===== config.mk =====
export PLATFORM = sky130hd
export DESIGN_NAME = mem_arbiter_flat
export DESIGN_NICKNAME = d
export VERILOG_FILES = /design/src/rtl/mem_arbiter_pkg.sv /design/src/rtl/mem_arbiter_if.sv /design/src/rtl/mem_arbiter_arb_pick.sv /design/src/rtl/mem_arbiter.sv /design/src/flat_wrapper.sv
export SDC_FILE = /design/constraint.sdc
export NUM_CORES = 1
export LEC_CHECK = 0
export ABC_AREA = 1
export CAP_MARGIN = 20
export CORE_AREA = 2 2 285 287
export DETAILED_ROUTE_END_ITERATION = 12
export DIE_AREA = 0 0 287 289
export DONT_BUFFER_PORTS = 1
export SYNTH_ARGS = -nofsm -noshare
export SYNTH_HDL_FRONTEND = slang
export SYNTH_HIERARCHICAL = 1
export SYNTH_SLANG_ARGS = --single-unit
export TNS_END_PERCENT = 20

===== constraint.sdc =====
create_clock -name clock -period 4 [get_ports clock]
set_clock_uncertainty 0.05 [all_clocks]
set_input_delay 0.6 -clock clock [delete_from_list [all_inputs] [get_ports clock]]
set_output_delay 0.6 -clock clock [all_outputs]
set_load 0.03 [all_outputs]

===== src/rtl/mem_arbiter_pkg.sv =====
// Shared definitions for the instruction/data cache memory arbiter:
// state encoding, requester IDs and the block geometry constants.
package mem_arbiter_pkg;

  localparam int DMEM_BLOCK_ADDR_SIZE = 28;
  localparam int DBLOCK_SIZE_BITS     = 128;

  localparam logic ARB_ID_I = 1'b0;
  localparam logic ARB_ID_D = 1'b1;

  typedef enum logic [1:0] {
    ARB_IDLE    = 2'd0,
    ARB_GRANT_I = 2'd1,
    ARB_GRANT_D = 2'd2,
    ARB_RELEASE = 2'd3
  } arb_state_e;

endpackage


===== src/rtl/mem_arbiter_if.sv =====
// Bundle of the two cache-controller ports and the memory port around mem_arbiter.
// slave = the arbiter's view; master = the caches plus memory model driving it.
interface mem_arbiter_if #(
  parameter int BADDR_W = mem_arbiter_pkg::DMEM_BLOCK_ADDR_SIZE,
  parameter int BLOCK_W = mem_arbiter_pkg::DBLOCK_SIZE_BITS
);
  // Handshake: requests are levels held until the matching ready/done pulse;
  // ready/done are single-cycle pulses, seen only by the granted requester.
  logic               icRen;
  logic [BADDR_W-1:0] icBlockAddr;
  logic               icReadReady;
  logic [BLOCK_W-1:0] icDout;

  logic               dcRen;
  logic               dcWen;
  logic [BADDR_W-1:0] dcBlockAddr;
  logic [BLOCK_W-1:0] dcDin;
  logic               dcReadReady;
  logic               dcWriteDone;
  logic [BLOCK_W-1:0] dcDout;

  logic               memRen;
  logic               memWen;
  logic [BADDR_W-1:0] memBlockAddr;
  logic [BLOCK_W-1:0] memDin;
  logic               memReadReady;
  logic               memWriteDone;
  logic [BLOCK_W-1:0] memDout;

  modport slave (
    input  icRen, icBlockAddr, dcRen, dcWen, dcBlockAddr, dcDin,
           memReadReady, memWriteDone, memDout,
    output icReadReady, icDout, dcReadReady, dcWriteDone, dcDout,
           memRen, memWen, memBlockAddr, memDin
  );

  modport master (
    output icRen, icBlockAddr, dcRen, dcWen, dcBlockAddr, dcDin,
           memReadReady, memWriteDone, memDout,
    input  icReadReady, icDout, dcReadReady, dcWriteDone, dcDout,
           memRen, memWen, memBlockAddr, memDin
  );

endinterface


===== src/rtl/mem_arbiter_arb_pick.sv =====
// Combinational winner select between icache and dcache requests.
// prio_id names the requester that wins when both are asking.
module arb_pick
  import mem_arbiter_pkg::*;
(
  input  logic req_i,
  input  logic req_d,
  input  logic prio_id,
  output logic win_id
);

  always_comb begin
    win_id = ARB_ID_I;
    if (req_i && req_d) begin
      win_id = prio_id;
    end else if (req_d) begin
      win_id = ARB_ID_D;
    end
  end

endmodule


===== src/rtl/mem_arbiter.sv =====
// Shares the single block-wide memory port between icache and dcache miss controllers.
// MEM_ARB_ROUND_ROBIN_EN: alternate priority on contention; otherwise dcache always wins.
module mem_arbiter
  import mem_arbiter_pkg::*;
#(
  parameter int BADDR_W = DMEM_BLOCK_ADDR_SIZE,
  parameter int BLOCK_W = DBLOCK_SIZE_BITS
) (
  input  logic          clock,
  input  logic          reset,
  mem_arbiter_if.slave  bus,
  output arb_state_e    dbg_state
);

  arb_state_e         state_q, state_d;
  logic               mem_ren_q, mem_ren_d;
  logic               mem_wen_q, mem_wen_d;
  logic               op_wr_q, op_wr_d;
  logic [BADDR_W-1:0] addr_q, addr_d;
  logic [BLOCK_W-1:0] din_q, din_d;

  logic req_i, req_d;
  logic prio_id, win_id;
  logic ic_done, dc_rd_done, dc_wr_done;

  assign req_i = bus.icRen;
  assign req_d = bus.dcRen | bus.dcWen;

`ifdef MEM_ARB_ROUND_ROBIN_EN
  logic last_q, last_d;
  // The requester that did not win last time gets priority on contention.
  assign prio_id = ~last_q;
`else
  assign prio_id = ARB_ID_D;
`endif

  arb_pick u_pick (
    .req_i   (req_i),
    .req_d   (req_d),
    .prio_id (prio_id),
    .win_id  (win_id)
  );

  // Completion is qualified by owner and by latched operation, so a pulse of
  // the wrong type never reaches a requester.
  assign ic_done    = (state_q == ARB_GRANT_I) && bus.memReadReady;
  assign dc_rd_done = (state_q == ARB_GRANT_D) && !op_wr_q && bus.memReadReady;
  assign dc_wr_done = (state_q == ARB_GRANT_D) &&  op_wr_q && bus.memWriteDone;

  always_comb begin
    state_d   = state_q;
    mem_ren_d = 1'b0;
    mem_wen_d = 1'b0;
    op_wr_d   = op_wr_q;
    addr_d    = addr_q;
    din_d     = din_q;
`ifdef MEM_ARB_ROUND_ROBIN_EN
    last_d    = last_q;
`endif
    case (state_q)
      ARB_IDLE: begin
        if (req_i || req_d) begin
          if (win_id == ARB_ID_D) begin
            state_d   = ARB_GRANT_D;
            addr_d    = bus.dcBlockAddr;
            din_d     = bus.dcDin;
            op_wr_d   = bus.dcWen;
            mem_wen_d = bus.dcWen;
            mem_ren_d = ~bus.dcWen;
          end else begin
            state_d   = ARB_GRANT_I;
            addr_d    = bus.icBlockAddr;
            din_d     = '0;
            op_wr_d   = 1'b0;
            mem_ren_d = 1'b1;
          end
`ifdef MEM_ARB_ROUND_ROBIN_EN
          last_d = win_id;
`endif
        end
      end
      ARB_GRANT_I: begin
        if (ic_done) begin
          state_d = ARB_RELEASE;
        end else if (!req_i) begin
          state_d = ARB_IDLE;
        end else begin
          mem_ren_d = 1'b1;
        end
      end
      ARB_GRANT_D: begin
        if (dc_rd_done || dc_wr_done) begin
          state_d = ARB_RELEASE;
        end else if (!req_d) begin
          state_d = ARB_IDLE;
        end else begin
          mem_ren_d = ~op_wr_q;
          mem_wen_d = op_wr_q;
        end
      end
      default: begin
        state_d = ARB_IDLE;
      end
    endcase
  end

  always_ff @(posedge clock or negedge reset) begin
    if (!reset) begin
      state_q   <= ARB_IDLE;
      mem_ren_q <= 1'b0;
      mem_wen_q <= 1'b0;
      op_wr_q   <= 1'b0;
      addr_q    <= '0;
      din_q     <= '0;
`ifdef MEM_ARB_ROUND_ROBIN_EN
      last_q    <= ARB_ID_I;
`endif
    end else begin
      state_q   <= state_d;
      mem_ren_q <= mem_ren_d;
      mem_wen_q <= mem_wen_d;
      op_wr_q   <= op_wr_d;
      addr_q    <= addr_d;
      din_q     <= din_d;
`ifdef MEM_ARB_ROUND_ROBIN_EN
      last_q    <= last_d;
`endif
    end
  end

  assign bus.memRen       = mem_ren_q;
  assign bus.memWen       = mem_wen_q;
  assign bus.memBlockAddr = addr_q;
  assign bus.memDin       = din_q;
  assign bus.icReadReady  = ic_done;
  assign bus.dcReadReady  = dc_rd_done;
  assign bus.dcWriteDone  = dc_wr_done;
  assign bus.icDout       = bus.memDout;
  assign bus.dcDout       = bus.memDout;
  assign dbg_state        = state_q;

endmodule


===== src/flat_wrapper.sv =====
// flat-port wrapper written by rule: the top's interface ports become plain ports
module mem_arbiter_flat import mem_arbiter_pkg::*;
#(
  parameter int BADDR_W = DMEM_BLOCK_ADDR_SIZE,
  parameter int BLOCK_W = DBLOCK_SIZE_BITS
)
  (clock, reset, dbg_state, bus_icRen, bus_icBlockAddr, bus_dcRen, bus_dcWen, bus_dcBlockAddr, bus_dcDin, bus_memReadReady, bus_memWriteDone, bus_memDout, bus_icReadReady, bus_icDout, bus_dcReadReady, bus_dcWriteDone, bus_dcDout, bus_memRen, bus_memWen, bus_memBlockAddr, bus_memDin);
  mem_arbiter_if #(.BADDR_W(BADDR_W), .BLOCK_W(BLOCK_W)) bus_i ();
  input  logic clock;
  input  logic reset;
  output arb_state_e dbg_state;
  input wire logic [$bits(bus_i.icRen)-1:0] bus_icRen;
  input wire logic [$bits(bus_i.icBlockAddr)-1:0] bus_icBlockAddr;
  input wire logic [$bits(bus_i.dcRen)-1:0] bus_dcRen;
  input wire logic [$bits(bus_i.dcWen)-1:0] bus_dcWen;
  input wire logic [$bits(bus_i.dcBlockAddr)-1:0] bus_dcBlockAddr;
  input wire logic [$bits(bus_i.dcDin)-1:0] bus_dcDin;
  input wire logic [$bits(bus_i.memReadReady)-1:0] bus_memReadReady;
  input wire logic [$bits(bus_i.memWriteDone)-1:0] bus_memWriteDone;
  input wire logic [$bits(bus_i.memDout)-1:0] bus_memDout;
  output wire logic [$bits(bus_i.icReadReady)-1:0] bus_icReadReady;
  output wire logic [$bits(bus_i.icDout)-1:0] bus_icDout;
  output wire logic [$bits(bus_i.dcReadReady)-1:0] bus_dcReadReady;
  output wire logic [$bits(bus_i.dcWriteDone)-1:0] bus_dcWriteDone;
  output wire logic [$bits(bus_i.dcDout)-1:0] bus_dcDout;
  output wire logic [$bits(bus_i.memRen)-1:0] bus_memRen;
  output wire logic [$bits(bus_i.memWen)-1:0] bus_memWen;
  output wire logic [$bits(bus_i.memBlockAddr)-1:0] bus_memBlockAddr;
  output wire logic [$bits(bus_i.memDin)-1:0] bus_memDin;
  assign bus_i.icRen = bus_icRen;
  assign bus_i.icBlockAddr = bus_icBlockAddr;
  assign bus_i.dcRen = bus_dcRen;
  assign bus_i.dcWen = bus_dcWen;
  assign bus_i.dcBlockAddr = bus_dcBlockAddr;
  assign bus_i.dcDin = bus_dcDin;
  assign bus_i.memReadReady = bus_memReadReady;
  assign bus_i.memWriteDone = bus_memWriteDone;
  assign bus_i.memDout = bus_memDout;
  assign bus_icReadReady = bus_i.icReadReady;
  assign bus_icDout = bus_i.icDout;
  assign bus_dcReadReady = bus_i.dcReadReady;
  assign bus_dcWriteDone = bus_i.dcWriteDone;
  assign bus_dcDout = bus_i.dcDout;
  assign bus_memRen = bus_i.memRen;
  assign bus_memWen = bus_i.memWen;
  assign bus_memBlockAddr = bus_i.memBlockAddr;
  assign bus_memDin = bus_i.memDin;
  mem_arbiter #(.BADDR_W(BADDR_W), .BLOCK_W(BLOCK_W)) u_core (.clock(clock), .reset(reset), .bus(bus_i), .dbg_state(dbg_state));
endmodule

Yosys cells after proc, flatten, opt, wreduce, memory -nomap -nowiden
Cells that the tools add are included.

word-level totals
  register bits after elaboration = 161
  input port bits = 319
  output and inout bits = 419
  word-level logic and storage cells = 49

operators by class
  equal/unequal tests = 5
  mux-type cells = 23
  bitwise gates (word level) = 3
  reductions and logical operators = 12

operator list
  operator                                                                number
  128-bit two-way mux                                                     1
  28-bit two-way mux                                                      1
  1-bit two-way mux                                                       12
  2-bit two-way mux                                                       6
  1-bit logical AND                                                       6
  3-bit != test (second input constant)                                   2
  2-bit one-hot mux with 3 select lines                                   1
  1-bit one-hot mux with 3 select lines                                   1
  3-bit AND reduction                                                     1
  2-bit by 1-bit equality test with 1-bit output (second input constant)  1
  2-bit equality test (second input constant)                             1
  2-bit zero test                                                         1
  1-bit logical OR                                                        2
  2-bit by 1-bit != test with 1-bit output (second input constant)        1
  1-bit inverter                                                          2
  1-bit one-hot mux with 2 select lines                                   1
  2-bit AND reduction                                                     1
  1-bit zero test                                                         1
  1-bit bitwise OR                                                        1

Logic depth before layout (Yosys ltp)
  word-level depth = 6
  mapped depth = 10
  gate-level depth less buffers = 8

By module
Netlist, hierarchy kept.

modules (own cells, without submodules)
  module       instances  cells an instance  area an instance (um^2)  sequential area each (um^2)
  mem_arbiter  1          1,012              8,598.2                  4,028.9
  arb_pick     1          4                  16.3                     0.0

Worst setup path after synthesis
OpenSTA, ideal clock, no wires.

  kind = register to output
  start = reg u_core.state_q[1] (netlist: u_core/dbg_state[1])
  end = out bus_dcWriteDone
  arrival = 1.062 ns
  data required time = 3.350 ns
  path slack = 2.288 ns
  cell stages (with the launch flop) = 5
  buffers on the path = 0
  path through = dfrtp_1 -> inv_1 -> nor2_1 -> nand2_1 -> inv_1

on the way
  cells in the longest elaborated chain, start to end = 3

ends and longest elaborated chain
  element                          line                source
  from (decl)                      mem_arbiter.sv:15   arb_state_e state_q, state_d;
  from (signal assigned)           mem_arbiter.sv:119  state_q <= state_d;
  2-bit equality test              mem_arbiter.sv:48   assign dc_wr_done = (state_q == ARB_GRANT_D) && op_wr_q && bus.memWriteDone;
  1-bit logical AND (2 in series)  mem_arbiter.sv:48
  to (decl)                        flat_wrapper.sv:24  output wire logic [$bits(bus_i.dcWriteDone)-1:0] bus_dcWriteDone;

Every way passes these cells.

Worst setup path after layout
  start = reg u_core.state_q[1] (netlist: u_core/dbg_state[1])
  end = out bus_dcReadReady

on the way
  cells in the longest elaborated chain, start to end = 3

ends and longest elaborated chain
  element                          line                source
  2-bit equality test              mem_arbiter.sv:47   assign dc_rd_done = (state_q == ARB_GRANT_D) && !op_wr_q && bus.memReadReady;
  1-bit logical AND (2 in series)  mem_arbiter.sv:47
  to (decl)                        flat_wrapper.sv:23  output wire logic [$bits(bus_i.dcReadReady)-1:0] bus_dcReadReady;

Every way passes these cells.

==> impl_results.md <==
* CP arrival at 1.78 ns
* Layout cells sized above 1 at 0.0591
* H-tree depth at 4
* Number of global-route vias before repair at 5132
* Critical path, cell by cell: inv_1 > nor2_1 > nand2_1 > inv_1
* Die Y at 289 um
* Crit share post-route at 0.608
* Nature of the critical path endpoint: output port
* Mapped Cells at 1016
* Kind of critical path: flop to output port
* Via density at 3.01
* Core region area at 79900 um^2
* CTS root buf: clkbuf_16
* Count leader, synth: nand2_1
* CTS buffer count at 17
* Worst R2R Setup Slack at 1.74 ns
* Mapped Area at 8610 um^2
* Worst-Margin Slew at 0.920 ns
* Total power at 7680 uW
* Worst-path fanout max at 3
* Number of flops mapped to enable cells by yosys at 0
* Post-DP HPWL at 21300 um
* RSZ-0062 raised after global routing: no
* Most used cell, CP: inv_1
* CTS tree: done
* DRC at 0
* Maximum number of pins on one net before global-route repair at 162
* GRT Total Usage at 0.0683
* Final hold vios at 161
* Post-synth top area cell: dfrtp_1
* Hold crit path type: primary input to asynchronous set/reset pin
* Post-CTS Setup Bufs at 0
* # setup viols final at 0
* Synth top area share at 0.468
* Synth Net Count at 1335
* Initial Util at 0.108
* Area of the multi-input gates at 2310 um^2
* #FFs+latches synth at 161
* Synth warn at 6
* Startpoint types: flop
* Worst reg-to-reg path cell count at 6
* Nets at 1051
* Failing checks: negative hold slack
* Most frequent cells after synthesis: 296 x nand2_1, 256 x buf_4, 161 x dfrtp_1, 133 x nand3_1, 61 x nor2_1
* Gpl congestion at 0.727
* Final instance area at 8350 um^2
* Overflow after GRT at 0
* Syn avg cell area at 8.48 um^2
* # rows at 104
* Routed wire length at 29500 um
* Register area at 4030 um^2
* Initial detailed-routing violation count at 331
* # resized after CTS at 0
* P_leak at 0.00386 uW
* Outcome: finished, violations left
* VDD IR max at 323 uV
* # IOs at 738
* Layout area overhead at -3.09%
* Clock-pin slew on the worst setup and hold paths at 0.08 ns
* Total Die Area at 82900 um^2
* PortBufs at 0
* Synth top area cells: dfrtp_1 47%, buf_4 22%, nand2_1 13%, nand3_1 7.7%, nor2_1 2.7%
* Dominant register cell in the synthesized netlist: dfrtp_1
* Critical R2R Capture: u_core/bus.memDin[23]$_DFFE_PN0P_
* DR pass1 iterations at 4
* Worst-Skew Late Latency at 0.49 ns
* Filler cell count at 9253
* Sequential cell area fraction in the yosys report at 0.468
* Drt wl/cell at 16.3 um
* Clk sinks at 161
* Vias at 5441
* Power Density at 920 nW/um^2
* DRT antenna net count at 0
* Max incr delay on CP at 0.58 ns
* Max clock buf depth at 2
* Slew HR at 0.387
* Placed inst area at 7800 um^2
* Required time of the critical path at 3.35 ns
* Reg-to-Reg Start: u_core/dbg_state[0]$_DFFE_PN0P_
* Die width at 287 um
* Highest clock rate at 411 MHz
* First-pass GRT wire length at 39000 um
* CP Launch Point: u_core/dbg_state[1]$_DFFE_PN0P_
* Final Slew Violations at 0
* Fin crit period at 2.43 ns
* Worst Setup EP: bus_dcReadReady
* Final Core Density at 0.104
* Async set or reset register ratio after synthesis at 1.00
* TNS Setup at 0 ns
* Hold Slack at -0.234 ns
* Max cap viols at 0
* Distinct cells, synth at 18
* Worst path slowest cell: dfrtp_1
* Initial antenna violation count at 6
worst min-delay path by stage:
stage                                                  end  slack [ns]  start
floorplan           u_core/bus.memBlockAddr[0]$_DFFE_PN0P_        0.25  reset
global placement         u_core/bus.memDin[14]$_DFFE_PN0P_        0.26  reset
detailed placement       u_core/bus.memDin[14]$_DFFE_PN0P_        0.26  reset
CTS                      u_core/bus.memDin[59]$_DFFE_PN0P_       -0.32  reset
global route             u_core/bus.memDin[14]$_DFFE_PN0P_       -0.29  reset
finish                   u_core/bus.memDin[14]$_DFFE_PN0P_       -0.23  reset
stage by stage:
step | worst slack [ns] | cells
2_1_floorplan | 2.29 | 1016
3_3_place_gp | 1.59 | 1773
3_5_place_dp | 1.51 | 1773
4_1_cts | 1.51 | 1804
5_1_grt | 1.41 | 1804
6_report | 1.57 | 1805
cell families after synthesis:
group                  Yosys count  share of synthesized area
AND/OR/NAND/NOR                495                      0.236
buffers and inverters          326                      0.268
flip-flops                     161                      0.468
AO/OA/AOI/OAI                   33                     0.0279
other                            1                   0.000435
metal layers:
layer  wire (um)  global-route usage
met5          52                   0
met4        2020              0.0628
met3        5250              0.0578
met2       11800              0.0895
met1       10300              0.0655
layout make-up:
cell class                 instances  area share
tap                             1060       0.159
clock inverter                     9     0.00989
antenna                            1    0.000300
sequential                       161       0.483
multi-input combinational        529       0.276
clock buffer                      22      0.0556
timing repair buffer               7     0.00929
inverter                          16     0.00719
critical path: cells and delay by family, from the launching register on:
| kind | cells | cell delay, ns |
|---|---|---|
| flip-flops | 1 | 0.58 |
| buffers and inverters | 2 | 0.40 |
| AND/OR/NAND/NOR | 2 | 0.31 |
sequential cells by signal, summed over array words and instances, names as in the netlist:
register / cells
u_core/dbg_state: 2
u_core/bus.memRen: 1
u_core/op_wr_q: 1
u_core/bus.memBlockAddr: 28
u_core/bus.memWen: 1
u_core/bus.memDin: 128
power breakdown:
| group | leakage [uW] | switching (uW) | internal [uW] | total, uW |
|---|---|---|---|---|
| registers | 0.00208 | 2170 | 2360 | 4530 |
| clock network | 0.000267 | 766 | 884 | 1650 |
| logic | 0.00152 | 1010 | 494 | 1500 |
placed cells by master (no fill, tap or decap), drive strengths merged:
master,synthesis,routed
o21ai,3,3
nand4,3,3
o31ai,28,28
inv,16,18
clkinv,0,4
nor2,63,63
dfrtp,161,161
clkinvlp,0,2
nand2,296,296
clkbuf,12,22
o21bai,2,2
diode,0,1
conb,1,1
bufinv,0,1
nand3,133,133
buf,298,7
(Power assumes the default switching activity.)
